==> src/rtl/mux2_rr_arbiter_if.sv <==
// Stream bundle between two packet sources, the round-robin arbiter and
// one consumer. The master modport is the arbiter's view; the slave
// modport is the view of the surrounding sources/consumer.
interface mux2_rr_arbiter_if #(
   parameter int SIZE = 8
);
   logic            A_VALID;
   logic [SIZE-1:0] A_DATA;
   logic            A_LAST;
   logic            A_READY;
   logic            B_VALID;
   logic [SIZE-1:0] B_DATA;
   logic            B_LAST;
   logic            B_READY;
   logic            OUT_VALID;
   logic [SIZE-1:0] OUT_DATA;
   logic            OUT_LAST;
   logic            OUT_READY;
   logic            SEL;
   logic            BUSY;

   modport master (
      input  A_VALID, A_DATA, A_LAST, B_VALID, B_DATA, B_LAST, OUT_READY,
      output A_READY, B_READY, OUT_VALID, OUT_DATA, OUT_LAST, SEL, BUSY
   );

   modport slave (
      output A_VALID, A_DATA, A_LAST, B_VALID, B_DATA, B_LAST, OUT_READY,
      input  A_READY, B_READY, OUT_VALID, OUT_DATA, OUT_LAST, SEL, BUSY
   );
endinterface

==> src/rtl/mux2_rr_arbiter.sv <==
// Packet-atomic round-robin arbiter sharing one stream channel between
// requesters A and B. SEL is registered with the grant state and drives a
// plain 2:1 data mux. Optional macro MUX2_ARB_STATS_EN adds saturating
// per-source completed-packet counters PKT_CNT_A / PKT_CNT_B.
module mux2_rr_arbiter (
   input  logic                     CLK,
   input  logic                     RST,
   mux2_rr_arbiter_if.master        bus
`ifdef MUX2_ARB_STATS_EN
   ,
   output logic [15:0]              PKT_CNT_A,
   output logic [15:0]              PKT_CNT_B
`endif
);

   typedef enum logic [1:0] {
      IDLE    = 2'd0,
      GRANT_A = 2'd1,
      GRANT_B = 2'd2
   } state_e;

   state_e state_q, state_d;
   logic   sel_q, sel_d;
   logic   prio_q, prio_d;   // 0: A wins a tie, 1: B wins a tie
   logic   a_fire, b_fire;

   // Beat transfer qualifiers; reset blocks every handshake.
   assign a_fire = (state_q == GRANT_A) & bus.A_VALID & bus.OUT_READY & ~RST;
   assign b_fire = (state_q == GRANT_B) & bus.B_VALID & bus.OUT_READY & ~RST;

   // Datapath mux and handshake outputs decoded from the registered grant.
   always_comb begin
      bus.OUT_VALID = 1'b0;
      bus.A_READY   = 1'b0;
      bus.B_READY   = 1'b0;
      bus.OUT_DATA  = sel_q ? bus.B_DATA : bus.A_DATA;
      bus.OUT_LAST  = sel_q ? bus.B_LAST : bus.A_LAST;
      bus.SEL       = sel_q;
      bus.BUSY      = (state_q == GRANT_A) || (state_q == GRANT_B);
      case (state_q)
         GRANT_A: begin
            bus.OUT_VALID = bus.A_VALID & ~RST;
            bus.A_READY   = bus.OUT_READY & ~RST;
         end
         GRANT_B: begin
            bus.OUT_VALID = bus.B_VALID & ~RST;
            bus.B_READY   = bus.OUT_READY & ~RST;
         end
         default: ;
      endcase
   end

   // Grant selection; a grant is released only by its LAST beat, and the
   // other side is picked up in the same cycle if it is already waiting.
   always_comb begin
      state_d = state_q;
      sel_d   = sel_q;
      prio_d  = prio_q;
      case (state_q)
         IDLE: begin
            if (bus.A_VALID && (!bus.B_VALID || !prio_q)) begin
               state_d = GRANT_A;
               sel_d   = 1'b0;
            end else if (bus.B_VALID) begin
               state_d = GRANT_B;
               sel_d   = 1'b1;
            end
         end
         GRANT_A: begin
            if (a_fire && bus.A_LAST) begin
               prio_d = 1'b1;
               if (bus.B_VALID) begin
                  state_d = GRANT_B;
                  sel_d   = 1'b1;
               end else begin
                  state_d = IDLE;
               end
            end
         end
         GRANT_B: begin
            if (b_fire && bus.B_LAST) begin
               prio_d = 1'b0;
               if (bus.A_VALID) begin
                  state_d = GRANT_A;
                  sel_d   = 1'b0;
               end else begin
                  state_d = IDLE;
               end
            end
         end
         default: state_d = IDLE;
      endcase
   end

   // Grant state, select and priority registers.
   always_ff @(posedge CLK) begin
      if (RST) begin
         state_q <= IDLE;
         sel_q   <= 1'b0;
         prio_q  <= 1'b0;
      end else begin
         state_q <= state_d;
         sel_q   <= sel_d;
         prio_q  <= prio_d;
      end
   end

`ifdef MUX2_ARB_STATS_EN
   logic [15:0] cnt_a_q, cnt_a_d;
   logic [15:0] cnt_b_q, cnt_b_d;

   // Saturating completed-packet counts, bumped on each LAST transfer.
   always_comb begin
      cnt_a_d = cnt_a_q;
      cnt_b_d = cnt_b_q;
      if (a_fire && bus.A_LAST && (cnt_a_q != 16'hFFFF)) cnt_a_d = cnt_a_q + 16'd1;
      if (b_fire && bus.B_LAST && (cnt_b_q != 16'hFFFF)) cnt_b_d = cnt_b_q + 16'd1;
   end

   // Counter registers.
   always_ff @(posedge CLK) begin
      if (RST) begin
         cnt_a_q <= 16'd0;
         cnt_b_q <= 16'd0;
      end else begin
         cnt_a_q <= cnt_a_d;
         cnt_b_q <= cnt_b_d;
      end
   end

   assign PKT_CNT_A = cnt_a_q;
   assign PKT_CNT_B = cnt_b_q;
`endif

endmodule

==> src/flat_wrapper.sv <==
// flat-port wrapper written by rule: the top's interface ports become plain ports
module mux2_rr_arbiter_flat 
  (CLK, RST, bus_A_VALID, bus_A_DATA, bus_A_LAST, bus_B_VALID, bus_B_DATA, bus_B_LAST, bus_OUT_READY, bus_A_READY, bus_B_READY, bus_OUT_VALID, bus_OUT_DATA, bus_OUT_LAST, bus_SEL, bus_BUSY);
  mux2_rr_arbiter_if #(.SIZE((8))) bus_i ();
  input  logic CLK;
  input  logic RST;
  input wire logic [$bits(bus_i.A_VALID)-1:0] bus_A_VALID;
  input wire logic [$bits(bus_i.A_DATA)-1:0] bus_A_DATA;
  input wire logic [$bits(bus_i.A_LAST)-1:0] bus_A_LAST;
  input wire logic [$bits(bus_i.B_VALID)-1:0] bus_B_VALID;
  input wire logic [$bits(bus_i.B_DATA)-1:0] bus_B_DATA;
  input wire logic [$bits(bus_i.B_LAST)-1:0] bus_B_LAST;
  input wire logic [$bits(bus_i.OUT_READY)-1:0] bus_OUT_READY;
  output wire logic [$bits(bus_i.A_READY)-1:0] bus_A_READY;
  output wire logic [$bits(bus_i.B_READY)-1:0] bus_B_READY;
  output wire logic [$bits(bus_i.OUT_VALID)-1:0] bus_OUT_VALID;
  output wire logic [$bits(bus_i.OUT_DATA)-1:0] bus_OUT_DATA;
  output wire logic [$bits(bus_i.OUT_LAST)-1:0] bus_OUT_LAST;
  output wire logic [$bits(bus_i.SEL)-1:0] bus_SEL;
  output wire logic [$bits(bus_i.BUSY)-1:0] bus_BUSY;
  assign bus_i.A_VALID = bus_A_VALID;
  assign bus_i.A_DATA = bus_A_DATA;
  assign bus_i.A_LAST = bus_A_LAST;
  assign bus_i.B_VALID = bus_B_VALID;
  assign bus_i.B_DATA = bus_B_DATA;
  assign bus_i.B_LAST = bus_B_LAST;
  assign bus_i.OUT_READY = bus_OUT_READY;
  assign bus_A_READY = bus_i.A_READY;
  assign bus_B_READY = bus_i.B_READY;
  assign bus_OUT_VALID = bus_i.OUT_VALID;
  assign bus_OUT_DATA = bus_i.OUT_DATA;
  assign bus_OUT_LAST = bus_i.OUT_LAST;
  assign bus_SEL = bus_i.SEL;
  assign bus_BUSY = bus_i.BUSY;
  mux2_rr_arbiter u_core (.CLK(CLK), .RST(RST), .bus(bus_i));
endmodule
==> config.mk <==
export PLATFORM = sky130hd
export DESIGN_NAME = mux2_rr_arbiter_flat
export DESIGN_NICKNAME = d
export VERILOG_FILES = /design/src/rtl/mux2_rr_arbiter_if.sv /design/src/rtl/mux2_rr_arbiter.sv /design/src/flat_wrapper.sv
export SDC_FILE = /design/constraint.sdc
export NUM_CORES = 1
export LEC_CHECK = 0
export BUFFER_PORTS_ARGS = -buffer_cell sky130_fd_sc_hd__buf_2
export CAP_MARGIN = 10
export CELL_PAD_IN_SITES_DETAIL_PLACEMENT = 1
export CELL_PAD_IN_SITES_GLOBAL_PLACEMENT = 2
export CORE_ASPECT_RATIO = 0.7
export CORE_MARGIN = 3
export CORE_UTILIZATION = 23
export CTS_BUF_LIST = sky130_fd_sc_hd__clkbuf_2
export DETAILED_ROUTE_END_ITERATION = 16
export PLACE_DENSITY = 0.87
export SYNTH_ARGS = -nofsm -noshare
export SYNTH_HDL_FRONTEND = slang
export SYNTH_SLANG_ARGS = --single-unit
==> constraint.sdc <==
create_clock -name CLK -period 2.6 [get_ports CLK]
set_input_delay 0.78 -clock CLK [delete_from_list [all_inputs] [get_ports CLK]]
set_output_delay 0.78 -clock CLK [all_outputs]
set_load 0.02 [all_outputs]
==> results of run 1 <==
[tightest hold or removal path: stages (launching register included)]
cell	delay (ns)
dfxtp_1	0.33
a21oi_1	0.12
a311oi_1	0.06
[per-stage QoR]
step / cells / utilization [%]
finish: 112 / 36.6
global route: 112 / 36.6
CTS: 112 / 36.6
detailed placement: 109 / 35.8
global placement: 109 / 35.8
floorplan: 53 / -
[metal layers]
metal,vias to the layer above,track usage (%)
met3,4,2.86
met4,0,6.36
met1,245,19.7
li1,274,-
met5,-,0
met2,4,16.1
[final timing paths]
| check | from | to | slack (ns) | cells past startpoint |
|---|---|---|---|---|
| worst min register to register | u_core.prio_q$_SDFFE_PP0P_ | u_core.prio_q$_SDFFE_PP0P_ | 0.55 | 2 |
| worst min-delay path | u_core.prio_q$_SDFFE_PP0P_ | u_core.prio_q$_SDFFE_PP0P_ | 0.55 | 2 |
| worst max register to register | u_core.state_q[0]$_SDFFE_PP0P_ | u_core.bus.SEL$_SDFFE_PP0P_ | 0.82 | 6 |
| worst max-delay path | u_core.state_q[0]$_SDFFE_PP0P_ | bus_OUT_VALID | 0.29 | 5 |
[report_power, final]
group	internal [mW]	leakage (nW)	switching, mW
registers	0.0939	0.0330	0.0556
clock network	0.0309	0.0125	0.0236
logic	0.236	0.313	0.299
[kinds of logic (layout without fill, tap and decap cells)]
group,Yosys count,count (layout),synth area share [%]
compound gates,13,13,20.8
simple gates,15,15,23.8
flops,4,4,16.0
buf+inv,6,43,4.75
fa+ha+maj,5,5,12.5
mux,10,10,22.3
[cell type report]
type	instances	area (µm²)
Inverter	4	15.0
Timing Repair Buffer	36	180
Tap cell	22	27.5
Sequential cell	4	80.1
Clock buffer	3	15.0
Multi-Input combinational cell	43	397
Fill cell	250	1240
[cells in the final DEF, fill, tap and decap left out]
| cell | n |
|---|---|
| nor3b_1 | 2 |
| o31ai_1 | 2 |
| mux2i_1 | 1 |
| nor2_1 | 2 |
| or2b_1 | 1 |
| o2111ai_1 | 1 |
| nand4b_4 | 1 |
| nor3_1 | 1 |
| mux2_2 | 9 |
| and2_2 | 1 |
| nand2_1 | 2 |
| a311oi_1 | 1 |
| a21oi_1 | 5 |
| and3b_1 | 1 |
| a2111oi_0 | 1 |
| and2_1 | 1 |
| clkbuf_2 | 3 |
| ha_1 | 5 |
| a22oi_4 | 1 |
| buf_2 | 36 |
| inv_1 | 4 |
| a31o_2 | 1 |
| nand4b_2 | 1 |
| nand4b_1 | 1 |
| nand2b_1 | 1 |
| a21boi_0 | 1 |
| dfxtp_1 | 4 |
[flip-flops by register name, summed over array words and instances (netlist names)]
name,cells
u_core.state_q,2
u_core.prio_q,1
u_core.bus.SEL,1
==> out/results.tsv, run 1 <==
stage	metric	value	unit
job	max_cap_viol_count	0	
sta	finClkSkew	0.00361	ns
yosys	synth_common_cells	mux2_2 (9), a21oi_1 (5), ha_1 (5)	
sta	whs	0.553	ns
critical_path	cp_slowest_cell	dfxtp_1	
critical_path	critPathLaunchType	flop	
critical_path	cpPeakStageDelay	0.38	ns
detailed_routing	first_pass_iters	4	
pwr	total_power	738	µW
sta	hold_viol	0	
grt	grt_usage	12.8	%
detailed_routing	drc	0	
detailed_routing	routed_wl	1.69	mm
grt	antenna_found_initial	0	
finish	stdcell_area	714	µm²
sta	fin_tns_setup	0	ns
cts	cts_buffers	3	
critical_path	required	1.82	ns
sta	tightestPinTransition	0.491	ns
yosys	synthesis.instances	53	
die	dieArea	2780	µm²
finish	n_antenna_cell	0	
critical_path	crit_chain	inv_1 > ha_1 > mux2i_1 > nor3b_1 > buf_2	
yosys	synth.distinct_cells	27	
critical_path	path_class	flop to output pin	
grt	grt_max_degree	13	
sta	max_freq	433	MHz
detailed_routing	avgRoutedWirePerCell	15.1	µm
yosys	synth_fp_nets	81	
yosys	async_flop_share	0	%
sta	layout_setup_ws	0.291	ns
yosys	synthTopCellsByArea	mux2_2 (20%), dfxtp_1 (16%), ha_1 (13%)	
yosys	synth.most_common_cell	mux2_2	
place	gp_congestion	0.709	
cts	root_buffer	clkbuf_2	
finish	final_nets	120	
cts	cts_hold_buf	0	
detailed_routing	drt_iter0_markers	2	
yosys	ys_seq_elements	4	
yosys	synth-seq-area-share	16.0	%
yosys	yosys.area.top_type	mux2_2	
cts	htree_levels	1	
yosys	synth_top_area_share	20.3	%
sta	slew-limit-headroom	67.2	%
sta	rsz0062_at_grt	false	
die	start_util	25.6	%
pwr	ir_worst_vdd	404	µV
cts	path_clk_slew	0.04	ns
cts	clkLatencyLatePin	0.21	ns
critical_path	cp_top_family	flip-flops	
critical_path	crit_buf_inv	2	
yosys	ys_warn_count	0	
place	placed_cell_area	699	µm²
detailed_routing	top_layer	met4	
hold_path	hp-class	flop to flop	
cts	cts_setup_buffers	0	
die	core	1950	µm²
pwr	p_per_area	1030	nW/µm²
finish	drive_gt1_share	58.9	%
yosys	ys.flop_type	dfxtp_1	
detailed_routing	postRouteAntennaNets	0	
outcome	status	complete, no violations	
sta	period_needed	2.31	ns
detailed_routing	vias	527	
cts	cts_buffer_depth	2	
grt	grt_first_pass_wirelength	2.54	mm
cts	ctsResizeCount	0	
die	fp.dieH	45.0	µm
cts	cts_tree	built	
die	io-pin-count	37	
place	numPortBuffers	36	
sta	finalCritPeriodShare	88.8	%
detailed_routing	met1_length	865	µm
die	die_width	61.8	µm
detailed_routing	routed_via_density	4.71	
die	num_rows	13	
detailed_routing	met3WireLength	17	µm
sta	setup_violations	0	
yosys	synth-edff-count	0	
critical_path	crit_fanout	6	
grt	grt_pass1_vias	510	
detailed_routing	met2WireLength	780	µm
cts	clock_sinks	4	
pwr	leakagePower	0.359	nW
critical_path	cp.arrival	1.53	ns
grt	overflow	0	
yosys	synth.avg_cell_area	9.44	µm²
yosys	syn_area	500	µm²
finish	syn_to_final_growth	42.7	%
sta	drv_slew	0	
place	dp_slack	0.426	ns
critical_path	endpoint_kind	output pin	
Note: power is estimated with default switching activity, not from simulation.
==> run 2: changes to the inputs <==
==> constraint.sdc (replaced) <==
create_clock -name CLK -period 2.6 [get_ports CLK]
set_input_delay 0.39 -clock CLK [delete_from_list [all_inputs] [get_ports CLK]]
set_output_delay 0.39 -clock CLK [all_outputs]
set_load 0.02 [all_outputs]
==> run 2 against run 1 <==
Against the previous run: setup slack improved by 0.42 ns; wire length decreased by 3.0%; clock-buffer cell count is the same; critical path type unchanged; largest cell class unchanged; largest power group unchanged.
==> out/results.tsv, run 2 (same netlist as run 1, synthesis figures left out) <==
stage	metric	value	unit	change
critical_path	path_depth	5		unchanged
finish	largest_reg_flops	2		unchanged
hold_path	hp-class	primary input to flop		
critical_path	cpPeakStageDelay	0.37	ns	about the same
finish	most-common-layout-cells	buf_2 (36), mux2_2 (9), a21oi_1 (5), ha_1 (5)		
grt	grt_max_degree	13		unchanged
critical_path	crit_chain	inv_1 > ha_1 > mux2i_1 > nor3b_1 > buf_2		
cts	cts_buffers	3		unchanged
grt	grt_first_pass_wirelength	2.53	mm	-0.55%
cts	root_buffer	clkbuf_2		
critical_path	endpoint	bus_OUT_VALID		
sta	max_freq	530	MHz	+22%
grt	grt_usage	12.6	%	-0.18 points
detailed_routing	avgRoutedWirePerCell	14.6	µm	-3.0%
grt	grt_pass1_vias	508		-0.39%
critical_path	reg2regPathDepth	6		unchanged
detailed_routing	routed_wl	1.64	mm	-3.0%
cts	cts_buffer_depth	2		unchanged
cts	path_clk_slew	0.04	ns	about the same
sta	whs	0.516	ns	-0.0368 ns
grt	antenna_found_initial	0		unchanged
place	dp_cells	109		unchanged
critical_path	crit_buf_inv	2		unchanged
sta	hold_viol	0		unchanged
critical_path	endpoint_kind	output pin		
job	max_cap_viol_count	0		unchanged
outcome	status	complete, no violations		
sta	finalCritPeriodShare	72.6	%	-16 points
finish	fillers	248		-0.80%
critical_path	required	2.21	ns	+0.39 ns
critical_path	crit_fanout	6		unchanged
finish	fin_cells	112		unchanged
place	post-dp-hpwl	1.42	mm	
finish	drive_gt1_share	58.9	%	unchanged
pwr	p_per_area	1030	nW/µm²	-0.58%
finish	n_antenna_cell	0		unchanged
detailed_routing	drc	0		unchanged
place	gp_congestion	0.716		+1.1%
cts	cts_setup_buffers	0		unchanged
finish	stdcell_area	714	µm²	unchanged
critical_path	critPathLaunchType	flop		
finish	final_core_util	36.6	%	unchanged
sta	fin_tns_setup	0	ns	unchanged
die	dieArea	2780	µm²	unchanged
finish	syn_to_final_growth	42.7	%	unchanged
die	start_util	25.6	%	unchanged
sta	period_needed	1.89	ns	-0.422 ns
die	core	1950	µm²	unchanged
place	numPortBuffers	36		unchanged
sta	setup_violations	0		unchanged
critical_path	path_class	flop to output pin		
die	die_width	61.8	µm	unchanged
detailed_routing	vias	518		-1.7%
critical_path	cp_slowest_cell	dfxtp_1		
sta	drv_slew	0		unchanged
sta	finClkSkew	0.00152	ns	-0.00209 ns
finish	seqCellArea	80.1	µm²	unchanged
die	fp.dieH	45.0	µm	unchanged
detailed_routing	routed_via_density	4.63		-1.7%
sta	tightestPinTransition	0.497	ns	+0.00621 ns
sta	slew-limit-headroom	66.8	%	-0.41 points
grt	overflow	0		unchanged
pwr	ir_worst_vdd	497	µV	+23%
cts	htree_levels	1		unchanged
critical_path	r2r-start	u_core.state_q[0]$_SDFFE_PP0P_		
die	num_rows	13		unchanged
detailed_routing	postRouteAntennaNets	0		unchanged
critical_path	cp.arrival	1.50	ns	-0.03 ns
pwr	leakagePower	0.359	nW	unchanged
critical_path	critPathLaunch	u_core.state_q[0]$_SDFFE_PP0P_		
cts	clkLatencyLatePin	0.20	ns	about the same
cts	clock_sinks	4		unchanged
finish	multi_input_area	397	µm²	unchanged
finish	top_register	u_core.state_q		
detailed_routing	first_pass_iters	4		unchanged
sta	rsz0062_at_grt	false		
place	placed_cell_area	699	µm²	unchanged
finish	final_common_cell	buf_2		
die	io-pin-count	37		unchanged
detailed_routing	drt_iter0_markers	9		+7
cts	ctsResizeCount	0		unchanged
cts	cts_tree	built		
critical_path	r2r-end	u_core.bus.SEL$_SDFFE_PP0P_		
cts	cts_hold_buf	0		unchanged
critical_path	regToRegSetupSlack	0.89	ns	+0.07 ns
critical_path	cp_top_family	flip-flops		
finish	final_nets	120		unchanged
-- run 2: worst reg2reg max path, delay by kind of cell (launching register included) --
| family | cells | cell delay (ns) |
|---|---|---|
| flops | 1 | 0.37 |
| buf+inv | 1 | 0.09 |
| simple gates | 1 | 0.13 |
| compound gates | 3 | 0.66 |
| fa+ha+maj | 1 | 0.41 |
-- run 2: metal layers --
metal	part of all wire, %	track usage, %	vias to the layer above	wire length [µm]
met5	0	0	-	0
met4	0.49	5.08	0	8
met3	2.3	2.00	2	37
met2	48	16.1	6	791
met1	49	20.2	236	798
li1	-	-	274	-
-- run 2: report_power, final --
part	switching, mW	internal, mW	leakage [nW]
clock	0.0227	0.0310	0.0125
sequential	0.0543	0.0939	0.0330
combinational	0.296	0.236	0.313
total	0.373	0.361	0.359
-- run 2: final cells by class --
type	instances	share of cell area [%]
clock buffer	3	2.10
inverter	4	2.10
multi-input combinational	43	55.5
sequential	4	11.2
tap	22	3.85
timing repair buffer	36	25.2
-- run 2: worst min path at each step --
| stage | startpoint | end | slack [ns] | cells past startpoint |
|---|---|---|---|---|
| 6_report | RST | u_core.prio_q$_SDFFE_PP0P_ | 0.52 | 2 |
| 5_1_grt | RST | u_core.prio_q$_SDFFE_PP0P_ | 0.53 | 2 |
| 4_1_cts | RST | u_core.prio_q$_SDFFE_PP0P_ | 0.50 | 2 |
| 3_5_place_dp | u_core.state_q[1]$_SDFFE_PP0P_ | u_core.state_q[1]$_SDFFE_PP0P_ | 0.57 | 2 |
| 3_3_place_gp | u_core.prio_q$_SDFFE_PP0P_ | u_core.prio_q$_SDFFE_PP0P_ | 0.56 | 2 |
| 2_1_floorplan | u_core.prio_q$_SDFFE_PP0P_ | u_core.prio_q$_SDFFE_PP0P_ | 0.51 | 2 |
-- run 2: through the flow --
| stage | power (mW) | setup WS, ns |
|---|---|---|
| 6_report | 0.734 | 0.713 |
| 5_1_grt | 0.803 | 0.575 |
| 4_1_cts | 0.745 | 0.689 |
| 3_5_place_dp | 0.684 | 0.904 |
| 3_3_place_gp | 0.673 | 0.933 |
| 2_1_floorplan | 0.528 | 0.749 |
==> run 3: changes to the inputs <==
--- a/config.mk
+++ b/config.mk
@@ -11,10 +11,10 @@
 export CELL_PAD_IN_SITES_GLOBAL_PLACEMENT = 2
 export CORE_ASPECT_RATIO = 0.7
 export CORE_MARGIN = 3
-export CORE_UTILIZATION = 23
+export CORE_UTILIZATION = 19
 export CTS_BUF_LIST = sky130_fd_sc_hd__clkbuf_2
 export DETAILED_ROUTE_END_ITERATION = 16
-export PLACE_DENSITY = 0.87
+export PLACE_DENSITY = 0.77
 export SYNTH_ARGS = -nofsm -noshare
 export SYNTH_HDL_FRONTEND = slang
 export SYNTH_SLANG_ARGS = --single-unit
==> constraint.sdc (replaced) <==
create_clock -name CLK -period 1.5 [get_ports CLK]
set_input_delay 0.225 -clock CLK [delete_from_list [all_inputs] [get_ports CLK]]
set_output_delay 0.225 -clock CLK [all_outputs]
set_load 0.02 [all_outputs]
==> run 3 against run 2 <==
Against the previous run: die area increased by 19%; power increased by 120%; core utilization increased by 0.36 points; critical path depth decreased by 1.
==> out/results.tsv, run 3 (same netlist as run 1, synthesis figures left out) <==
stage	metric	value	unit	change
outcome	status	complete, no violations		
finish	largest_reg_flops	2		unchanged
hold_path	hold_start	bus_A_VALID		
cts	cts_buffer_depth	2		unchanged
pwr	switching_share	47.5	%	-3.4 points
sta	finClkSkew	0.00928	ns	+0.00776 ns
pwr	combPwrFrac	77.5	%	+5.0 points
die	io-pin-count	37		unchanged
place	placed_cell_area	767	µm²	+9.7%
detailed_routing	first_pass_iters	4		unchanged
cts	cts_tree	built		
sta	finalCritPeriodShare	98.7	%	
sta	setup_violations	0		unchanged
finish	final_common_cell	buf_2		
sta	hold_viol	0		unchanged
critical_path	required	1.27	ns	-0.94 ns
die	fp.dieH	48.9	µm	+8.7%
sta	period_needed	1.48	ns	
die	num_rows	14		+1
cts	htree_levels	1		unchanged
grt	antenna_found_initial	0		unchanged
cts	clkLatencyLatePin	0.21	ns	about the same
hold_path	hp-class	primary input to flop		
detailed_routing	avgRoutedWirePerCell	14.3	µm	-1.8%
detailed_routing	vias	559		+7.9%
sta	max_freq	675	MHz	
sta	rsz0062_at_grt	true		
sta	whs	0.384	ns	-0.132 ns
sta	slew-limit-headroom	79.9	%	+13 points
critical_path	cp.arrival	1.26	ns	-0.24 ns
finish	final_nets	125		+4.2%
detailed_routing	routed_via_density	4.40		-4.8%
sta	tightestPinTransition	0.302	ns	-0.195 ns
critical_path	r2r-start	u_core.state_q[1]$_SDFFE_PP0P_		
critical_path	path_class	flop to output pin		
finish	stdcell_area	855	µm²	+20%
sta	drv_slew	0		unchanged
place	numPortBuffers	36		unchanged
cts	path_clk_slew	0.05	ns	about the same
critical_path	critPathLaunchType	flop		
hold_path	holdPathStages	3		+1
detailed_routing	routed_wl	1.82	mm	+11%
grt	grt_pass1_vias	614		+21%
finish	drive_gt1_share	74.7	%	+16 points
detailed_routing	drc	0		unchanged
pwr	ir_worst_vdd	749	µV	+51%
die	die_width	67.3	µm	+9.1%
pwr	p_clk_share	6.0	%	-1.3 points
die	core	2310	µm²	+18%
sta	layout_setup_ws	0.0189	ns	-0.694 ns
die	dieArea	3300	µm²	+19%
sta	fin_tns_setup	0	ns	unchanged
pwr	leakagePower	0.397	nW	+11%
grt	overflow	0		unchanged
hold_path	hold_end	u_core.state_q[0]$_SDFFE_PP0P_		
job	max_cap_viol_count	0		unchanged
grt	grt_first_pass_wirelength	2.99	mm	+19%
place	dp_slack	-0.0761	ns	-0.980 ns
cts	cts_setup_buffers	0		unchanged
detailed_routing	drt_iter0_markers	13		+4
finish	n_antenna_cell	0		unchanged
finish	final_core_util	37.0	%	+0.36 points
pwr	p_switching	761	µW	+100%
grt	grt_max_degree	10		-3
finish	most-common-layout-cells	buf_2 (34), mux2_2 (9), buf_4 (5)		
cts	root_buffer	clkbuf_2		
finish	top_register	u_core.state_q		
detailed_routing	postRouteAntennaNets	0		unchanged
pwr	sequentialPowerShare	16.5	%	-3.7 points
place	gp_congestion	0.660		-7.9%
die	start_util	21.6	%	-4.0 points
place	post-dp-hpwl	1.54	mm	+8.2%
cts	cts_buffers	3		unchanged
critical_path	regToRegSetupSlack	0.05	ns	-0.84 ns
finish	syn_to_final_growth	70.8	%	
critical_path	endpoint_kind	output pin		
cts	clock_sinks	4		unchanged
pwr	p_per_area	1880	nW/µm²	+83%
grt	grt_usage	11.7	%	-0.88 points
pwr	p_int	842	µW	+130%
critical_path	reg2regPathDepth	6		unchanged
critical_path	r2r-end	u_core.bus.SEL$_SDFFE_PP0P_		
critical_path	crit_fanout	7		+1
run 3: cell types whose count changed in the layout (fill, tap and decap cells not counted), sizes merged:
cell / before / now
buf: 36 / 41
run 3: metrics by stage:
step / total power, mW / instances
detailed placement: 1.32 / 124
global route: 1.73 / 127
global placement: 1.30 / 124
floorplan: 0.975 / 53
finish: 1.60 / 127
CTS: 1.54 / 127
run 3: how the worst max path moves through the flow:
stage / from / slack (ns) / endpoint
6_report: u_core.state_q[1]$_SDFFE_PP0P_ / 0.02 / bus_OUT_VALID
3_3_place_gp: u_core.state_q[1]$_SDFFE_PP0P_ / -0.06 / u_core.bus.SEL$_SDFFE_PP0P_
2_1_floorplan: u_core.state_q[1]$_SDFFE_PP0P_ / 0.02 / bus_A_READY
3_5_place_dp: u_core.state_q[1]$_SDFFE_PP0P_ / -0.08 / u_core.bus.SEL$_SDFFE_PP0P_
5_1_grt: u_core.state_q[1]$_SDFFE_PP0P_ / -0.07 / bus_OUT_VALID
4_1_cts: u_core.bus.SEL$_SDFFE_PP0P_ / 0.0005 / bus_OUT_DATA[5]
run 3: final cells by class:
type	count	area [µm²]
Timing Repair Buffer	41	234
Clock buffer	3	15.0
Inverter	4	22.5
Multi-Input combinational cell	43	454
Sequential cell	4	88.8
Tap cell	32	40.0
Fill cell	285	1460
run 3: worst max-delay path: stages, from the launching register on:
cell	delay [ns]
dfxtp_4	0.38
inv_4	0.06
ha_4	0.30
nor3b_2	0.16
buf_4	0.16
run 3: timing repair:
item / 4_1_cts / 5_1_grt
setup endpoints to repair: 12 / 10
hold buffers: 0 / 0
resized for setup: 15 / 9
pin swaps: 2 / 2
run 3: layer usage:
layer	global-route usage [%]	share of wire [%]	vias to the layer above
met5	0	0	-
met2	18.3	50	8
met1	16.0	47	262
li1	-	-	287
met4	5.05	0.66	0
met3	1.38	1.8	2
run 3: power groups by stage:
stage / Clock (mW) / Combinational, mW / Sequential, mW
after CTS: 0.105 / 1.18 / 0.254
after global placement: 0 / 1.09 / 0.216
after floorplan: 0 / 0.755 / 0.219
after detailed placement: 0 / 1.10 / 0.218
after global routing: 0.113 / 1.34 / 0.278
final: 0.0964 / 1.24 / 0.264
